==> src/rtl/_pkg_riscv_defines.sv <==
// Shared RISC-V execute-stage definitions: datapath width and ALU opcode set.
// Pure declarations, no logic, no latency.
// No flow control of its own; consumed by the ALU and its controller.
package _pkg_riscv_defines;

    localparam int DATA_WIDTH = 32;

    typedef enum logic [3:0] {
        ALU_ADD  = 4'd0,
        ALU_SUB  = 4'd1,
        ALU_AND  = 4'd2,
        ALU_OR   = 4'd3,
        ALU_XOR  = 4'd4,
        ALU_SLL  = 4'd5,
        ALU_SRL  = 4'd6,
        ALU_SRA  = 4'd7,
        ALU_SLT  = 4'd8,
        ALU_SLTU = 4'd9
    } alu_op_t;

endpackage

==> src/rtl/alu_iterative_pkg.sv <==
// Iterative ALU local types, default shift step and single-cycle op helpers.
// Functions are purely combinational, no latency.
// No flow control; helpers only.
package alu_iterative_pkg;

    import _pkg_riscv_defines::*;

    typedef enum logic [1:0] {
        IDLE = 2'd0,
        CALC = 2'd1,
        RESP = 2'd2
    } alu_state_t;

    // Bits shifted per CALC cycle; keeps the per-cycle shifter to a few mux levels.
    localparam int ALU_SHIFT_STEP = 4;

    function automatic logic is_shift(input alu_op_t op);
        return (op == ALU_SLL) || (op == ALU_SRL) || (op == ALU_SRA);
    endfunction

    // All ops that finish in the accept cycle. Unknown encodings yield zero.
    function automatic logic [DATA_WIDTH-1:0] alu_compute(
        input alu_op_t               op,
        input logic [DATA_WIDTH-1:0] a,
        input logic [DATA_WIDTH-1:0] b
    );
        logic [DATA_WIDTH-1:0] r;
        r = '0;
        case (op)
            ALU_ADD:  r = a + b;
            ALU_SUB:  r = a - b;
            ALU_AND:  r = a & b;
            ALU_OR:   r = a | b;
            ALU_XOR:  r = a ^ b;
            ALU_SLT:  r = {{(DATA_WIDTH-1){1'b0}}, ($signed(a) < $signed(b))};
            ALU_SLTU: r = {{(DATA_WIDTH-1){1'b0}}, (a < b)};
            default:  r = '0;
        endcase
        return r;
    endfunction

endpackage

==> src/rtl/alu_iterative_shift_step.sv <==
// One shift iteration: moves acc by 0..SHIFT_STEP bits left/right/arithmetic.
// Purely combinational, zero latency.
// No flow control; the parent decides when the output is captured.
module alu_shift_step
    import _pkg_riscv_defines::*;
    import alu_iterative_pkg::*;
#(
    parameter int SHIFT_STEP = ALU_SHIFT_STEP
) (
    input  logic [DATA_WIDTH-1:0]       acc,
    input  logic [$clog2(SHIFT_STEP):0] amt,
    input  alu_op_t                     op,
    output logic [DATA_WIDTH-1:0]       shifted
);

    // SRA replicates the current sign bit of acc on every partial step.
    always_comb begin
        shifted = acc;
        case (op)
            ALU_SLL: shifted = acc << amt;
            ALU_SRL: shifted = acc >> amt;
            ALU_SRA: shifted = $signed(acc) >>> amt;
            default: shifted = acc;
        endcase
    end

endmodule

==> src/rtl/alu_iterative.sv <==
// ALU responder: single-cycle logic/arith ops, shifts iterated SHIFT_STEP bits per cycle.
// resp_valid at cycle 1 for non-shift/zero shifts, 1 + ceil(shamt/SHIFT_STEP) for shifts.
// resp_ready low while busy (CALC/RESP); response cannot be stalled by the master.
module alu_iterative
    import _pkg_riscv_defines::*;
    import alu_iterative_pkg::*;
#(
    parameter int SHIFT_STEP = ALU_SHIFT_STEP
) (
    input  logic                  clk,
    input  logic                  rst_n,
    input  logic                  req_valid,
    output logic                  resp_ready,
    input  logic [DATA_WIDTH-1:0] operand1,
    input  logic [DATA_WIDTH-1:0] operand2,
    input  alu_op_t               alu_op,
    output logic                  resp_valid,
    output logic [DATA_WIDTH-1:0] result
);

    localparam int SHAMT_WIDTH = $clog2(DATA_WIDTH);
    localparam int STEP_W      = $clog2(SHIFT_STEP) + 1;

    alu_state_t             state_q,  state_d;
    logic [DATA_WIDTH-1:0]  acc_q,    acc_d;
    logic [SHAMT_WIDTH-1:0] rem_q,    rem_d;
    alu_op_t                op_q,     op_d;
    logic [DATA_WIDTH-1:0]  result_q, result_d;

    logic [SHAMT_WIDTH-1:0] shamt_in;
    logic [SHAMT_WIDTH-1:0] step;
    logic [SHAMT_WIDTH-1:0] rem_next;
    logic [DATA_WIDTH-1:0]  shifted;

    // Only the low bits of operand2 count as a shift amount.
    assign shamt_in = operand2[SHAMT_WIDTH-1:0];

    // Per-iteration amount: whatever is left, capped at SHIFT_STEP.
    always_comb begin
        step = (rem_q < SHAMT_WIDTH'(SHIFT_STEP)) ? rem_q : SHAMT_WIDTH'(SHIFT_STEP);
    end

    assign rem_next = rem_q - step;

    alu_shift_step #(
        .SHIFT_STEP (SHIFT_STEP)
    ) u_shift_step (
        .acc     (acc_q),
        .amt     (STEP_W'(step)),
        .op      (op_q),
        .shifted (shifted)
    );

    // Next-state and datapath: result is only reloaded on the transition into RESP.
    always_comb begin
        state_d  = state_q;
        acc_d    = acc_q;
        rem_d    = rem_q;
        op_d     = op_q;
        result_d = result_q;
        case (state_q)
            IDLE: begin
                if (req_valid) begin
                    if (!is_shift(alu_op)) begin
                        result_d = alu_compute(alu_op, operand1, operand2);
                        state_d  = RESP;
                    end else if (shamt_in == '0) begin
                        result_d = operand1;
                        state_d  = RESP;
                    end else begin
                        acc_d   = operand1;
                        rem_d   = shamt_in;
                        op_d    = alu_op;
                        state_d = CALC;
                    end
                end
            end
            CALC: begin
                acc_d = shifted;
                rem_d = rem_next;
                if (rem_next == '0) begin
                    result_d = shifted;
                    state_d  = RESP;
                end
            end
            RESP: begin
                state_d = IDLE;
            end
            default: begin
                state_d = IDLE;
            end
        endcase
    end

    // State and datapath registers; reset abandons any in-flight shift.
    always_ff @(posedge clk or negedge rst_n) begin
        if (!rst_n) begin
            state_q  <= IDLE;
            acc_q    <= '0;
            rem_q    <= '0;
            op_q     <= ALU_ADD;
            result_q <= '0;
        end else begin
            state_q  <= state_d;
            acc_q    <= acc_d;
            rem_q    <= rem_d;
            op_q     <= op_d;
            result_q <= result_d;
        end
    end

    assign resp_ready = (state_q == IDLE);
    assign resp_valid = (state_q == RESP);
    assign result     = result_q;

endmodule

==> config.mk <==
export PLATFORM = sky130hd
export DESIGN_NAME = alu_iterative
export DESIGN_NICKNAME = d
export VERILOG_FILES = /design/src/rtl/_pkg_riscv_defines.sv /design/src/rtl/alu_iterative_pkg.sv /design/src/rtl/alu_iterative_shift_step.sv /design/src/rtl/alu_iterative.sv
export SDC_FILE = /design/constraint.sdc
export NUM_CORES = 1
export LEC_CHECK = 0
export CORE_ASPECT_RATIO = 0.75
export CORE_MARGIN = 2
export CORE_UTILIZATION = 35
export DETAILED_ROUTE_END_ITERATION = 8
export SYNTH_ARGS = -nofsm -noshare
export SYNTH_HDL_FRONTEND = slang
export SYNTH_SLANG_ARGS = --single-unit
==> constraint.sdc <==
create_clock -name clk -period 7.8 [get_ports clk]
set_input_delay 0.78 -clock clk [delete_from_list [all_inputs] [get_ports clk]]
set_output_delay 0.78 -clock clk [all_outputs]
set_load 0.02 [all_outputs]
==> key figures <==
Floorplan
  – Die ar.: 34350 um^2
  – Die Wd: 213.3 um
  – # IOs: 105
  – Starting Density: 35.53%
  – Die height: 161.0 um
  – # rows: 57
  – Total core area: 32380 um^2

Finish
  – Fillcell total: 3391
  – Diodes inserted: 0
  – Design Area, Final: 13130 um^2
  – Share of cells above drive strength 1: 6.494%
  – Layout Area Growth over Synthesis: 14.15%
  – Post-Layout Cell Count: 2059
  – End-of-flow core utilization: 40.56%
  – NumNets Final: 1799

Power
  – Design Power: 3.999 mW
  – VDD IR max: 0.2335 mV
  – Lkg Pwr: 5.473 nW
  – Flop pwr share: 23.3%
  – Net Sw Power: 2.072 mW
  – Clock power frac: 12.9%
  – Cell Int Power: 1.927 mW
  – Logic pwr share: 63.8%
  – P per Cell Area: 304.5 nW/um^2
  – Switching Share: 51.82%

Timing
  – Max-Slew Margin vs Limit: 17.86%
  – Final setup vio count: 0
  – Worst Hold Margin: 325.5 ps
  – Final WS setup: 2937 ps
  – Setup Skew: 10.68 ps
  – Max-slew violations: 0
  – Unrepaired setup endpoints after global routing: false
  – Period utilisation layout: 62.35%
  – Fmax: 205.6 MHz
  – Final Hold Vio Count: 0
  – Slew @ Worst Pin: 1217 ps
  – Setup TNS: 0 ps
  – Clock period minus worst slack: 4863 ps

Synth
  – Async set or reset register ratio after synthesis: 100.0%
  – Synthesis-stage register bit count: 75
  – Syn Std Cell Area: 11500 um^2
  – XOR/XNOR Fraction of Synth Area: 0.3807%
  – Post-Synth Adder-Cell Area: 12.75%
  – Post-Syn Instances: 1611
  – Post-Syn Nets: 1798
  – Compound-Gate Fraction of Synth Area: 34.05%
  – Post-Synth Simple-Gate Area: 19.39%
  – Yosys warnings: 0
  – EDFF count, synth: 0
  – Yosys cell types: 88
  – Syn_area_per_cell: 7.141 um^2
  – Most used DFF post-synth: dfrtp_1
  – Sequential area share after synthesis: 16.31%
  – Multiplexer area fraction after synthesis: 8.527%
  – Largest family of logic cells by synthesized area: compound AO/OA/AOI/OAI gates

Job
  – Max-cap viol count: 0

Clock tree
  – PostCTS Resize Cnt: 0
  – CTS buffer count: 9
  – CTS max path bufs: 2
  – Clock insertion delay at the later pin of the skew report: 350 ps
  – Post-CTS Setup Bufs: 0
  – CTS tree: yes
  – CTS Sinks: 75
  – Root buffer cell: clkbuf_16
  – Hold_buf cts: 0
  – Clk pin slew, worst setup/hold paths: 60 ps
  – H-tree levels: 3

Global routing
  – Antenna violations before repair: 0
  – First-pass GRT wire length: 72350 um
  – GRT Util Overall: 27.20%
  – Total grt overflow: 0
  – Largest net degree at the start of global routing: 69
  – Vias in the first global route: 11820

Setup path
  – Required @ worst endpoint: 8090 ps
  – Critical path fanouts, max: 36
  – Critical Path Source: alu_op[0]
  – CP peak stage delay: 850 ps
  – Setup slack, reg-to-reg: 3400 ps
  – Worst R2R Start: rem_q[2]$_DFFE_PN0P_
  – Setup CP Type: in2reg
  – Crit path DAT: 5150 ps
  – Slowest CP cell: clkdlybuf4s50_1
  – Critical-path cell list: clkdlybuf4s50_1, nor2_1, nor2_1, buf_4, o21ai_0, nand3b_1, nand2_1, nand2_1, inv_2, buf_4, nand2_1, nor2_1, a31o_2
  – Top delay family on crit path: simple AND/OR/NAND/NOR gates
  – CP endpoint kind: flop
  – Reg2reg path depth: 15
  – Reg2reg end: result[28]$_DFFE_PN0P_
  – Startpoint Class: input port
  – Buf/Inv on CP: 4

Route
  – Avg WL per Cell: 23.10 um
  – First-pass detailed-route iteration total: 5
  – Vias per cell: 6.356
  – Post-Route WL: 47560 um
  – Drt initial violations: 1684
  – Antenna Nets Post-Route: 0
  – Vias post-DR: 13090
  – DRC violations left: 0

Placement
  – Gpl congestion: 0.9273
  – DPL Wire Length: 35290 um
  – Placed Cells incl. Taps: 2043
  – Pre-CTS WS: 2689 ps
  – Post-DP Area: 12770 um^2
  – Port Buf Inserts: 104

Min path
  – Min-delay worst type: in2async

Status
  – Status: complete, no violations
==> state kept, by name, indices dropped and copies added, names as in the netlist <==
name,count
state_q,2
result,32
acc_q,32
op_q,4
rem_q,5
==> kinds of logic (layout without fill, tap and decap cells) <==
kind of cell / Yosys count / after routing
DFF: 75 / 75
and+or+nand+nor: 498 / 498
muxes: 65 / 65
other: 1 / 1
adders and majority gates: 116 / 116
AOI/OAI and AO/OA: 604 / 604
xor gates and xnor gates: 5 / 5
buffers and inverters: 247 / 253
==> routing by layer <==
metal / vias up / GRT usage [%] / share of wire (%)
met3: 93 / 5.600 / 11
met4: 0 / 8.112 / 3.2
li1: 5889 / - / -
met1: 6295 / 40.34 / 44
met5: - / 0 / 0
met2: 810 / 39.37 / 42
==> worst max-delay path by stage <==
stage / endpoint / cells after the start
final: result[28]$_DFFE_PN0P_ / 13
after detailed placement: result[24]$_DFFE_PN0P_ / 12
after global placement: result[24]$_DFFE_PN0P_ / 12
after floorplan: result[28]$_DFFE_PN0P_ / 12
after CTS: result[24]$_DFFE_PN0P_ / 12
after global routing: result[28]$_DFFE_PN0P_ / 13
==> synthesized netlist by cell type, drive strengths merged (12+ instances only) <==
master  number  area share, %
a21oi      183            8.0
nand2      175            5.7
nor2       165            5.4
o21ai      133            5.8
ha         114             12
clkbuf     108            3.5
inv        102            3.3
dfrtp       75             16
buf         36            1.7
nand3       36            1.6
a31oi       35            1.9
mux2i       35            3.0
nor3        31            1.3
o21bai      27            1.8
mux4        26            5.1
a221oi      22            1.7
o211ai      22            1.5
a211oi      19            1.2
a21o        15           0.98
o221ai      13            1.0
a22oi       12           0.78
nor2b       12           0.65
o22ai       12           0.65
o31ai       12           0.78
==> layout by cell type, fill, tap and decap left out, drive strengths merged, types with 10 or more instances in the layout <==
cell type / netlist / layout
or3: 11 / 11
dfrtp: 75 / 75
buf: 36 / 31
mux2i: 35 / 35
nand3: 36 / 36
and2: 11 / 11
nor2b: 12 / 12
a31oi: 35 / 35
nand2: 175 / 175
nor2: 165 / 165
o22ai: 12 / 12
a2111oi: 10 / 10
nor4: 11 / 11
a21o: 15 / 15
mux4: 26 / 26
a22oi: 12 / 12
a221oi: 22 / 22
clkdlybuf4s50: 0 / 103
o21ai: 133 / 133
o31ai: 12 / 12
clkbuf: 108 / 12
nand4: 10 / 10
o211ai: 22 / 22
inv: 102 / 102
o221ai: 13 / 13
a21oi: 183 / 183
nor3: 31 / 31
ha: 114 / 114
a211oi: 19 / 19
o21bai: 27 / 27
and3: 11 / 11
==> power by group through the flow <==
stage | logic, mW | clock network (mW) | registers, mW
finish | 2.55 | 0.517 | 0.930
global route | 2.77 | 0.541 | 0.956
CTS | 2.50 | 0.524 | 0.914
detailed placement | 2.49 | 0 | 0.917
global placement | 2.46 | 0 | 0.918
floorplan | 1.77 | 0 | 0.776
==> worst register-to-register path, stage by stage (launching register included) <==
cell and delay, ps:
dfrtp_1 540, or3_1 170, buf_4 410, nand2_1 120, ha_1 240, o21ai_0 190
nand2b_1 100, a21oi_1 220, nand4_1 120, nand2_1 100, nand2_1 420, inv_2 480
buf_4 430, nand2_1 440, nor2_1 210, a31o_2 170
==> layout make-up <==
cell class	count	area (um^2)	area share [%]
clock buffer	12	266.5	2.030
clock inverter	4	95.09	0.7242
inverter	103	386.6	2.944
multi-input combinational	1289	8690	66.17
sequential	75	1877	14.29
tap	442	553.0	4.212
timing repair buffer	134	1264	9.624
Power figures use the tool's default switching activity.
==> patch, RTL diff (same flow settings) <==
Set the package constant `DATA_WIDTH` to 64 (it was 32).
--- a/src/rtl/_pkg_riscv_defines.sv
+++ b/src/rtl/_pkg_riscv_defines.sv
@@ -4,5 +4,5 @@
 package _pkg_riscv_defines;
 
-    localparam int DATA_WIDTH = 32;
+    localparam int DATA_WIDTH = 64;
 
     typedef enum logic [3:0] {
Ports: changed (resized operand1, operand2 and result); port bits go from 105 to 201. The function was not compared with the original's and may differ.
==> patch against the unedited design <==
Clock power up 68%. Routed wire length up 130%. Worst setup slack lost 0.45 ns. Maximum frequency shrank 8.4%. Cell area increased by 99%. Sequential share of layout area shrank 0.87 points. Sequential cell count grew 65. Area after synthesis rose by 100%. Power rose by 87%. Core utilization is 0.48 points lower. Final cell count is 100% higher. Via count increased by 100%. First-iteration DRC count is 140% higher.
==> patch: results <==
metrics = {
    "outcome": {
        "status": "complete, no violations",
    },
    "setup_path": {
        "r2r_slack_ns": 2.58,
        "crit_arrival_ns": 5.72,
        "r2r-end": "result[31]$_DFFE_PN0P_",
        "cpPeakStageDelay_ns": 0.59,
        "crit_family": "compound AO/OA/AOI/OAI gates",
        "r2r_cells": 16,
        "crit_slowest_cell": "a31oi_1",
        "crit_path_max_fanout": 6,
    },
    "yosys": {
        "synthDistinctLibCells": 91,
        "synth_seq_area_share_pct": 15.2,
        "syn_area_per_cell_um2": 7.11,
        "synth-seq-cells": 140,
        "netlist_top_cells_area": "dfrtp_1 (15%), ha_1 (12%), a21oi_1 (7.9%), o21ai_0 (6.5%), nand2_1 (5.9%)",
    },
    "clock_tree": {
        "htree_levels": 4,
        "cts_root_buffer": "clkbuf_16",
        "numCtsBuffers": 17,
        "insertion_delay_ns": 0.48,
    },
    "place": {
        "dp_hpwl_um": 80800,
        "io_buffers": 200,
        "dp_cells": 4086,
        "pre_cts_ws_ns": 2.09,
        "placed_cell_area_um2": 25500,
        "gp_congestion": 1.02,
    },
    "layout": {
        "instances_no_fill": 4120,
        "finalNetCount": 3596,
        "layout-drive-gt1-share_pct": 6.50,
        "num-fill-cells": 6894,
    },
    "global_route": {
        "use_met1_pct": 44.6,
        "use_met2_pct": 45.1,
        "grt_pass1_vias": 24300,
        "track_usage_pct": 31.0,
        "grt_util_met3_pct": 7.86,
        "grt_first_pass_wirelength_um": 160000,
        "grt_max_degree": 121,
    },
    "pwr": {
        "leakagePower_nw": 10.5,
        "peakVddDrop_v": 0.000205,
    },
    "sta": {
        "tightest_slew_ns": 1.32,
        "holdWs_ns": 0.364,
        "fin_worst_skew_ns": 0.0110,
    },
    "routing": {
        "wl_per_cell_um": 26.3,
        "vias": 26800,
        "first_pass_iters": 6,
    },
}
-- patch: worst max path at each step --
| stage | slack [ns] | from | to |
|---|---|---|---|
| floorplan | 3.76 | rem_q[2]$_DFFE_PN0P_ | result[16]$_DFFE_PN0P_ |
| global placement | 2.11 | operand1[18] | result[63]$_DFFE_PN0P_ |
| detailed placement | 2.09 | operand1[18] | result[63]$_DFFE_PN0P_ |
| CTS | 2.55 | operand1[18] | result[63]$_DFFE_PN0P_ |
| global route | 2.31 | rem_q[2]$_DFFE_PN0P_ | result[31]$_DFFE_PN0P_ |
| finish | 2.49 | operand1[0] | result[60]$_DFFE_PN0P_ |
-- patch: cell families after synthesis --
family,after synthesis,share of synthesized area (%)
AOI/OAI and AO/OA,1208,33.5
muxes,179,10.9
buffers and inverters,478,8.02
and+or+nand+nor,980,19.1
adders and majority gates,226,12.3
other,1,0.0163
DFF,140,15.2
xor gates and xnor gates,26,0.988
-- patch: per-layer routing --
metal | vias up | routed length [um]
li1 | 11800 | -
met1 | 12800 | 45900
met2 | 1840 | 45000
met3 | 230 | 13800
met4 | 4 | 3630
met5 | - | 29
-- patch: cell type report --
class | instances | area, um2 | share of cell area (%)
multi-input cells | 2620 | 17800 | 68.1
flip-flops and latches | 140 | 3510 | 13.4
repair buffers | 249 | 2390 | 9.16
well taps | 871 | 1090 | 4.17
inverters | 207 | 779 | 2.98
clock buffers | 18 | 429 | 1.64
clock inverters | 14 | 139 | 0.532
diodes | 1 | 2.50 | 0.00958
-- patch: power breakdown --
part / internal, mW / switching, mW
Sequential: 1.07 / 0.725
Combinational: 1.86 / 2.96
Clock: 0.445 / 0.423
